**src/rtl/uart_rx_shift.sv**
```systemverilog
// 8N1 UART receiver: mid-bit sampling, LSB-first deserialiser, valid/ready holding register.
// Define UART_RX_PARITY_EN to expect an even-parity bit between bit 7 and the stop bit.
module uart_rx_shift #(
    parameter int unsigned CLKS_PER_BIT = 104,
    parameter int unsigned CNT_W        = 16
) (
    input  logic       hwclk,
    input  logic       rst_n,
    input  logic       ftdi_rx,
    input  logic       rx_ready,
    output logic [7:0] rx_data,
    output logic       rx_valid,
    output logic       frame_err,
    output logic       overrun,
    output logic       busy
);

    localparam logic [CNT_W-1:0] BIT_LAST  = CNT_W'(CLKS_PER_BIT - 1);
    localparam logic [CNT_W-1:0] HALF_LAST = CNT_W'(CLKS_PER_BIT / 2 - 1);

`ifdef UART_RX_PARITY_EN
    typedef enum logic [2:0] {IDLE, START, DATA, PARITY, STOP} state_t;
`else
    typedef enum logic [2:0] {IDLE, START, DATA, STOP} state_t;
`endif

    state_t           state;
    logic             sync1;
    logic             rx_s;
    logic             rx_d;
    logic             fall;
    logic             bit_end;
    logic             stop_ok;
    logic [CNT_W-1:0] cnt;
    logic [2:0]       bit_idx;
    logic [7:0]       shift;

    assign fall    = rx_d & ~rx_s;
    assign bit_end = (cnt == BIT_LAST);
    assign busy    = (state != IDLE);

    // Synchroniser and edge register idle high so reset release never looks like a start bit.
    always_ff @(posedge hwclk or negedge rst_n) begin
        if (!rst_n) begin
            sync1 <= 1'b1;
            rx_s  <= 1'b1;
            rx_d  <= 1'b1;
        end else begin
            sync1 <= ftdi_rx;
            rx_s  <= sync1;
            rx_d  <= rx_s;
        end
    end

`ifdef UART_RX_PARITY_EN
    logic par_err;

    always_ff @(posedge hwclk or negedge rst_n) begin
        if (!rst_n) begin
            par_err <= 1'b0;
        end else if (state == PARITY && bit_end) begin
            par_err <= ^{shift, rx_s};
        end
    end

    assign stop_ok = rx_s & ~par_err;
`else
    assign stop_ok = rx_s;
`endif

    always_ff @(posedge hwclk or negedge rst_n) begin
        if (!rst_n) begin
            state     <= IDLE;
            cnt       <= '0;
            bit_idx   <= '0;
            shift     <= '0;
            rx_data   <= '0;
            rx_valid  <= 1'b0;
            frame_err <= 1'b0;
            overrun   <= 1'b0;
        end else begin
            frame_err <= 1'b0;
            overrun   <= 1'b0;
            if (rx_valid && rx_ready) begin
                rx_valid <= 1'b0;
            end

            case (state)
                IDLE: begin
                    if (fall) begin
                        state <= START;
                        cnt   <= '0;
                    end
                end
                START: begin
                    if (cnt == HALF_LAST) begin
                        cnt     <= '0;
                        bit_idx <= '0;
                        state   <= rx_s ? IDLE : DATA;
                    end else begin
                        cnt <= cnt + 1'b1;
                    end
                end
                DATA: begin
                    if (bit_end) begin
                        cnt     <= '0;
                        shift   <= {rx_s, shift[7:1]};
                        bit_idx <= bit_idx + 1'b1;
                        if (bit_idx == 3'd7) begin
`ifdef UART_RX_PARITY_EN
                            state <= PARITY;
`else
                            state <= STOP;
`endif
                        end
                    end else begin
                        cnt <= cnt + 1'b1;
                    end
                end
`ifdef UART_RX_PARITY_EN
                PARITY: begin
                    if (bit_end) begin
                        cnt   <= '0;
                        state <= STOP;
                    end else begin
                        cnt <= cnt + 1'b1;
                    end
                end
`endif
                STOP: begin
                    if (bit_end) begin
                        cnt   <= '0;
                        state <= IDLE;
                        // A load here overrides the accept-clear above, so accept+load keeps rx_valid high.
                        if (!stop_ok) begin
                            frame_err <= 1'b1;
                        end else if (rx_valid && !rx_ready) begin
                            overrun <= 1'b1;
                        end else begin
                            rx_data  <= shift;
                            rx_valid <= 1'b1;
                        end
                    end else begin
                        cnt <= cnt + 1'b1;
                    end
                end
                default: state <= IDLE;
            endcase
        end
    end

endmodule

```
**config.mk**
```make
export PLATFORM = sky130hd
export DESIGN_NAME = uart_rx_shift
export DESIGN_NICKNAME = d
export VERILOG_FILES = /design/src/rtl/uart_rx_shift.sv
export SDC_FILE = /design/constraint.sdc
export NUM_CORES = 1
export LEC_CHECK = 0
export BUFFER_PORTS_ARGS = -buffer_cell sky130_fd_sc_hd__buf_2
export CAP_MARGIN = 30
export CORE_MARGIN = 2
export CORE_UTILIZATION = 45
export DETAILED_ROUTE_END_ITERATION = 8
export PLACE_DENSITY = 0.63
export SYNTH_ARGS = -nofsm -noshare
export SYNTH_HDL_FRONTEND = slang
export SYNTH_SLANG_ARGS = --single-unit
```
**constraint.sdc**
```tcl
create_clock -name hwclk -period 2.3 [get_ports hwclk]
set_input_delay 0.345 -clock hwclk [delete_from_list [all_inputs] [get_ports hwclk]]
set_output_delay 0.345 -clock hwclk [all_outputs]
set_load 0.03 [all_outputs]
```
==> results of run 1 <==
-- cell families after synthesis --
kind of cell,count (synthesis)
buffers and inverters,10
XOR/XNOR,5
multiplexers,17
adder cells (fa/ha/maj),3
flip-flops,43
AO/OA/AOI/OAI,34
AND/OR/NAND/NOR,70
-- worst max-delay path by stage --
stage | to
global route | rx_data[1]
finish | rx_data[1]
detailed placement | rx_data[4]
global placement | rx_data[5]
CTS | rx_data[1]
floorplan | rx_data[0]
-- critical path: stages, from the launching register on --
cell	delay (ps)
dfrtp_1	470
nor4_1	390
and3_1	310
nand2_2	100
nor3b_4	240
buf_12	160
mux2_2	330
-- power groups by stage --
stage	logic [mW]	clock network (mW)	registers, mW
2_1_floorplan	0.200	0	0.845
3_3_place_gp	0.299	0	0.854
3_5_place_dp	0.307	0	0.856
4_1_cts	0.309	0.716	0.841
5_1_grt	0.350	0.738	0.851
6_report	0.315	0.689	0.843
-- placed cells by master, fill, tap and decap left out, drive strengths merged, types with 2 or more instances in the layout --
master and count:
nor3b 4, xnor2 2, dfrtp 40, ha 3, nand4 6, nand3 7
o2bb2a 2, o211ai 4, nand2 26, nor4 3, a21oi 4, nor2 7
bufinv 2, and3 3, and2 3, dfstp 3, nand2b 2, clkbuf 5
buf 24, inv 4, a21o 2, mux2 17, xor2 3, o31ai 5
o21ai 13
-- timing repair --
| item | 4_1_cts | 5_1_grt |
|---|---|---|
| hold buffers | 0 | 1 |
| hold endpoints to repair | 0 | 1 |
| gates resized for setup | 0 | 0 |
| setup endpoints to repair | 0 | 18 |
| buffers inserted | 0 | 2 |
-- layout make-up --
cell class,count,area (sq um),share of cell area
clock buffer,5,68.8,0.0293
clock inverter,3,67.6,0.0288
inverter,4,15.0,0.00639
multi-input combinational,129,876,0.373
sequential,43,1080,0.460
tap,52,65.1,0.0277
timing repair buffer,25,178,0.0756
-- registers in the layout (all words and copies together), names as in the netlist --
name       flops
cnt           16
rx_data        8
shift          8
bit_idx        3
state          2
frame_err      1
overrun        1
rx_d           1
rx_s           1
rx_valid       1
sync1          1
-- layer usage --
layer	vias to the layer above	share of wire	wire length [microns]
li1	701	-	-
met1	706	0.48	1850
met2	21	0.47	1820
met3	6	0.027	104
met4	0	0.016	63
met5	-	0	0
-- cells in the mapped netlist --
cell / number / area [sq um]
a211o_1: 1 / 8.76
a21o_1: 2 / 15.0
a21oi_1: 4 / 20.0
a311oi_1: 1 / 8.76
and2_1: 3 / 18.8
and3_1: 3 / 18.8
and4_2: 1 / 10.0
buf_2: 2 / 10.0
buf_4: 1 / 7.51
buf_6: 1 / 11.3
clkbuf_1: 2 / 7.51
dfrtp_1: 40 / 1000
dfstp_2: 3 / 78.8
ha_1: 3 / 37.5
inv_1: 4 / 15.0
mux2_2: 17 / 191
nand2_1: 25 / 93.8
nand2_2: 1 / 6.26
nand2b_1: 2 / 12.5
nand3_1: 7 / 35.0
nand3b_1: 1 / 7.51
nand4_1: 6 / 37.5
nand4bb_1: 1 / 11.3
nor2_1: 7 / 26.3
nor2b_1: 1 / 6.26
nor3_1: 1 / 5.00
nor3b_1: 3 / 22.5
nor3b_4: 1 / 18.8
nor4_1: 3 / 18.8
o211ai_1: 4 / 30.0
o21ai_0: 12 / 60.1
o21ai_2: 1 / 8.76
o21bai_1: 1 / 7.51
o22ai_1: 1 / 6.26
o2bb2a_1: 2 / 20.0
o31ai_1: 5 / 37.5
or2_2: 1 / 6.26
or2b_1: 1 / 7.51
or3_1: 1 / 6.26
or4_4: 1 / 11.3
xnor2_1: 2 / 17.5
xor2_1: 3 / 26.3
==> impl_metrics.ini, run 1 <==
[logic_synthesis]
yosys_warnings = 0
syn_inst = 182
synth-simple-area-share = 0.190
syn-num-nets = 189
synthMuxAreaShare = 0.0954
synth_top_family_by_area = simple AND/OR/NAND/NOR gates
ys_seq_area_frac = 0.538
synth.avg_cell_area_sq_um = 11.0
synth-compound-area-share = 0.111
syn_area_sq_um = 2010
ys_seq_elements = 43
synth.distinct_cells = 42
synth-adder-area-share = 0.0187
synthXorXnorAreaFrac = 0.0218

[grt]
grt_pass1_wl_microns = 6840
gr-usage-met1 = 0.216
grt_most_used_layer = met2
grtUsageMet2 = 0.290
grt_overflow = 0
grt_max_degree = 44
grt_pass1_vias = 1524
antenna_found_initial = 0
met3_usage = 0.0484
grtUsageTotal = 0.170

[placed_design]
io_buffers = 15
dp_hpwl_microns = 2650
gp_congestion = 0.846
dpl-instance-area_sq_um = 2160
dp.cells = 249
pre_cts_slack_ps = 87.6

[critical_path]
worstSetupEndpointType = register
r2r_end = rx_data[1]
ff2ff_setup_slack_ps = 170
cp_max_fo = 9
crit_type = register to register
cp-start-kind = register
r2r_cells = 6
reg2reg_from = cnt[11]
startpoint = cnt[11]
cp_data_required_time_ps = 2480
cp_data_arrival_time_ps = 2310

[sta]
fin_hold_ws_ps = 147
tightestPinTransition_ps = 339
timing.final.ws_setup_ps = 172
hold_viol_final = 0
fin_crit_sh = 0.925
skew_ps = 8.43
min_period_ps = 2130
slew_headroom = 0.772
setup_violations = 0
fin_setup_tns_ps = 0
drv_slew = 0
max_freq_mhz = 470
rsz0062_at_grt = false

[final_layout]
layout-drive-gt1-share = 0.278
nets = 215
final_cells = 261
final_cell_area_sq_um = 2350
fillers = 393
syn2layout_area_growth_pct = 17.1
n_antenna_cell = 0
finish.utilization = 0.543

[hold_path]
holdPathStages = 1
min_from = ftdi_rx
hold_end = sync1
hp-class = primary input to register

[power_and_ir_drop]
power_density_nw_per_um2 = 786
power_frac_comb = 0.171
power_switching_share = 0.278
power_mw = 1.85
ir_drop_mv = 0.502
internal_power_mw = 1.33
switching_power_uw = 514
p_leak_nw = 1.12
pwr-share-seq = 0.456
p_clk_frac = 0.373

[cts]
htree_levels = 2
cts_buffers = 5
cts.sinks = 43
cts_root_buffer = clkbuf_8
cts_tree = done
clk_latency_ps = 290
clockBufferDepth = 2
clk_pin_slew_ps = 80

[drt]
drt_iter0_drc = 71
vias = 1434
viasPerCell = 5.49
drtAntennaViolNets = 0
wl_microns = 3830
drc = 0
drt-pass1-iter-count = 4
wl_per_cell_microns = 14.7

[job]
max_cap_violations = 0

[floorplanning]
io_pins = 16
die_w_microns = 70.8
rows = 24
initial_core_util = 0.464
core-area_sq_um = 4320
die-area_sq_um = 5010
die_y_microns = 70.8

[run_status]
outcome = finished clean
Power figures use the tool's default switching activity.
==> run 2: changes to the inputs <==
PLACE_DENSITY = 0.71   (was 0.63)
clock period = 2.1 ns   (was 2.3 ns; I/O delays follow)
==> run 2 against run 1 <==
  * Sequential power is 9.4% higher
  * Cell count rose by 2.7%
  * Largest power group unchanged
  * Highest routed layer unchanged
  * Clock power fell by 26%
==> impl_metrics.ini, run 2 (synthesis results as in run 1) <==
[cts]
cts_root_buffer = clkbuf_8
clk_latency_ps = 290
post_cts_buffers = 0
clockBufferDepth = 2
htree_levels = 2
cts_buffers = 5
clk_pin_slew_ps = 80
hold_buffers = 0
cts.sinks = 43
cts_tree = done

[grt]
grt_overflow = 0
antenna_found_initial = 0
grt_max_degree = 36
grtUsageTotal = 0.169
grt_pass1_vias = 1418
grt_pass1_wl_microns = 6720

[critical_path]
ff2ff_setup_slack_ps = 160
crit_type = register to register
cp_data_required_time_ps = 2280
cp_max_fo = 8
r2r_cells = 6
crit_path_top_delay_cell = dfrtp_1
worstSetupEndpointType = register
worstPathCellList = nor4_2, and3_1, nand2_2, nor3b_4, buf_4, mux2_2
cp_data_arrival_time_ps = 2130
crit_family = simple AND/OR/NAND/NOR gates
critPathMaxStageDelay_ps = 440
reg2reg_from = cnt[8]
r2r_end = rx_data[4]
worst-path-buf-inv = 1
cp-start-kind = register

[final_layout]
layout-drive-gt1-share = 0.324
final_cell_mix = dfrtp_1 (40), nand2_1 (25), mux2_2 (17), buf_4 (17), buf_2 (15)
regMostFlops = cnt
final_cells = 268
syn2layout_area_growth_pct = 17.4
n_antenna_cell = 0
largest_registers = cnt: 16 flops, rx_data: 8 flops, shift: 8 flops
final_common_cell = dfrtp_1
largest_reg_flops = 16
nets = 222

[floorplanning]
core-area_sq_um = 4320
die-area_sq_um = 5010
initial_core_util = 0.464
rows = 24
die_y_microns = 70.8
die_w_microns = 70.8
io_pins = 16

[sta]
skew_ps = 9.66
setup_violations = 0
min_period_ps = 1940
hold_viol_final = 0
fin_crit_sh = 0.926
max_freq_mhz = 514
slew_headroom = 0.476
tightestPinTransition_ps = 786
drv_slew = 0
fin_setup_tns_ps = 0
rsz0062_at_grt = false

[job]
max_cap_violations = 0

[drt]
drt_iter0_drc = 54
drt-pass1-iter-count = 4
viasPerCell = 5.42
drc = 0
wl_per_cell_microns = 14.6
drtAntennaViolNets = 0
vias = 1453
wl_microns = 3910

[run_status]
outcome = finished clean

[placed_design]
gp_congestion = 0.799
dp.cells = 260
io_buffers = 15
dp_hpwl_microns = 2690

[power_and_ir_drop]
power_density_nw_per_um2 = 771
ir_drop_mv = 0.391
p_leak_nw = 1.13

[hold_path]
hp-class = primary input to asynchronous set/reset pin
==> run 2: cell count changes in the layout (fill, tap and decap cells not counted), moves of 2 or more <==
cell and delta:
buf_12 -2, buf_4 +10, bufinv_16 -2, nor3b_1 -2, nor3b_2 +2, nor4_1 -2, nor4_2 +2
==> run 2: what timing repair did <==
| item | in CTS | in global routing |
|---|---|---|
| hold endpoints to repair | 0 | 0 |
| gates resized for setup | 0 | 6 |
| endpoints found under the setup margin | 0 | 13 |
==> run 2: where the power goes <==
group | internal [mW] | switching (mW)
Combinational | 0.140 | 0.246
Sequential | 0.870 | 0.0520
Clock | 0.232 | 0.276
Total | 1.24 | 0.574
==> run 2: final cells by class <==
class,instances,area (sq um)
multi-input cells,129,908
well taps,52,65.1
clock inverters,2,12.5
flip-flops and latches,43,1080
inverters,4,15.0
fillers,397,1970
clock buffers,6,72.6
repair buffers,32,203
==> run 2: worst max path at each step <==
| stage | from | to | slack [ps] | cells past startpoint |
|---|---|---|---|---|
| after detailed placement | cnt[1] | shift[6] | 50 | 6 |
| after global routing | cnt[1] | cnt[5] | 30 | 7 |
| final | cnt[8] | rx_data[4] | 160 | 6 |
| after global placement | cnt[11] | rx_data[4] | 120 | 7 |
| after floorplan | cnt[0] | rx_data[0] | 80 | 6 |
| after CTS | cnt[1] | shift[6] | 30 | 6 |
==> run 2: metrics by stage <==
step	total power, mW	instance area (sq um)	utilization	hold WS (ps)	setup WS, ps
after floorplan	1.15	2010	-	19.4	77.0
after global placement	1.30	2240	0.518	346	124
after detailed placement	1.31	2240	0.518	349	47.2
after CTS	1.82	2320	0.537	98.7	28.0
after global routing	1.92	2360	0.545	99.1	25.4
final	1.82	2360	0.545	97.9	155
==> run 2: layer usage <==
layer,up-vias,track usage,part of all wire
met4,0,0.0629,0.013
met5,-,0,0
li1,723,-,-
met1,707,0.245,0.50
met3,5,0.0299,0.027
met2,18,0.255,0.46
==> run 3: changes to the inputs <==
GPL_TIMING_DRIVEN = 0   (was unset)
==> run 3 against run 2 <==
  * Fmax fell by 2.4%
  * Highest routed layer unchanged
  * Power rose by 13%
  * Global-route usage fell by 0.99 points
  * Largest cell class unchanged
  * Sequential power rose by 2%
  * Non-clock buffer count fell by 7
  * Worst hold slack improved by 15 ps
  * Combinational power fell by 5.4%
  * Clock-buffer cell count did not move
  * First-iteration DRC count rose by 5.6%
  * Clock skew fell by 1.3 ps
  * Critical path type unchanged
  * Setup slack got worse by 48 ps
  * Register-to-register slack got worse by 50 ps
==> impl_metrics.ini, run 3 (synthesis results as in run 1) <==
[placed_design]
io_buffers = 15
gp_congestion = 0.825
dp_hpwl_microns = 2540
dp.cells = 249

[cts]
hold_buffers = 0
cts_buffers = 5
clockBufferDepth = 2
htree_levels = 2
clk_pin_slew_ps = 80
cts_tree = done
clk_latency_ps = 300
cts_root_buffer = clkbuf_8
cts.sinks = 43

[floorplanning]
initial_core_util = 0.464
io_pins = 16
core-area_sq_um = 4320
die-area_sq_um = 5010
die_w_microns = 70.8
rows = 24
die_y_microns = 70.8

[drt]
drtAntennaViolNets = 0
wl_microns = 3730
viasPerCell = 5.55
wl_per_cell_microns = 14.3
drt_iter0_drc = 57
drc = 0
drt-pass1-iter-count = 4
vias = 1449

[run_status]
outcome = finished clean

[critical_path]
reg2reg_from = cnt[1]
cp-start-kind = register
cp_max_fo = 8
critPathMaxStageDelay_ps = 420
worstPathCellList = ha_4, nand4_1, nor3b_4, nand2_2, nor3b_4, buf_12, mux2_2
cp_data_arrival_time_ps = 2180
crit_path_top_delay_cell = dfrtp_1
crit_top_cell = nor3b_4
ff2ff_setup_slack_ps = 110
r2r_end = rx_data[7]
crit_type = register to register
r2r_cells = 7
crit_family = simple AND/OR/NAND/NOR gates
worstSetupEndpointType = register
cp_data_required_time_ps = 2280
worst-path-buf-inv = 1
cp.depth = 7

[final_layout]
final_cells = 261
syn2layout_area_growth_pct = 19.7
register_area_sq_um = 1080
fillers = 383
multi_input_area_sq_um = 951
largest_reg_flops = 16
largest_registers = cnt: 16 flops, rx_data: 8 flops, shift: 8 flops
regMostFlops = cnt
final_cell_mix = dfrtp_1 (39), nand2_1 (25), buf_2 (17), mux2_2 (17), o21ai_0 (12)
finish.utilization = 0.556
final_common_cell = dfrtp_1
nets = 215
layout-drive-gt1-share = 0.311
n_antenna_cell = 0

[sta]
min_period_ps = 1990
skew_ps = 8.32
fin_setup_tns_ps = 0
max_freq_mhz = 502
setup_violations = 0
tightestPinTransition_ps = 914
drv_slew = 0
hold_viol_final = 0
fin_crit_sh = 0.949
slew_headroom = 0.390

[grt]
grt_max_degree = 44
antenna_found_initial = 0
grtUsageTotal = 0.159
grt_pass1_wl_microns = 6300
grt_overflow = 0
grt_pass1_vias = 1388

[hold_path]
hold_end = sync1
holdPathStages = 1
min_from = ftdi_rx
hp-class = primary input to register

[power_and_ir_drop]
power_density_nw_per_um2 = 856
p_leak_nw = 1.13
ir_drop_mv = 0.699
power_mw = 2.06

[job]
max_cap_violations = 0
==> run 3: cell count changes in the layout (fill, tap and decap cells not counted), moves of 2 or more <==
cell       delta
buf_2         +2
bufinv_16     +2
nor4_4        +2
buf_4        -12
nor4_2        -2
==> run 3: report_power, final <==
group          switching (mW)  internal, mW
Combinational           0.233         0.131
Sequential             0.0635         0.872
Clock                   0.280         0.475
==> run 3: final cells by class <==
class,count,share of cell area
timing repair buffer,20,0.0521
clock inverter,2,0.0250
clock buffer,6,0.0302
multi-input combinational,129,0.396
inverter,4,0.00625
tap,52,0.0271
sequential,43,0.450
buffer,5,0.0135
==> run 3: worst max path at each step <==
| stage | start | end | slack, ps |
|---|---|---|---|
| 4_1_cts | cnt[7] | rx_data[2] | -0.8 |
| 3_5_place_dp | cnt[0] | rx_data[2] | -260 |
| 2_1_floorplan | cnt[0] | rx_data[0] | 80 |
| 6_report | cnt[1] | rx_data[7] | 110 |
| 3_3_place_gp | cnt[0] | rx_data[6] | -240 |
| 5_1_grt | state[0] | cnt[0] | -6 |
==> run 3: worst register-to-register path: stages, from the launching register on <==
cell	delay, ps
dfrtp_1	420
ha_4	170
nand4_1	150
nor3b_4	310
nand2_2	120
nor3b_4	220
buf_12	150
mux2_2	330
==> run 3: timing repair <==
item / CTS / global route
setup buffers: 3 / 2
resized for setup: 3 / 11
pin swaps: 3 / 4
setup endpoints to repair: 23 / 20
==> run 3: metrics by stage <==
step | setup WS, ps | instance area (sq um) | hold WS [ps]
6_report | 107 | 2400 | 112
5_1_grt | -6.08 | 2400 | 108
4_1_cts | -0.760 | 2330 | 104
3_5_place_dp | -263 | 2150 | 347
3_3_place_gp | -239 | 2150 | 346
2_1_floorplan | 77.0 | 2010 | 19.4
==> run 3: layer usage <==
layer / up-vias / wire, microns / GRT usage
li1: 705 / - / -
met1: 717 / 1820 / 0.209
met2: 23 / 1740 / 0.255
met3: 4 / 133 / 0.0427
met4: 0 / 36 / 0.0545
met5: - / 0 / 0
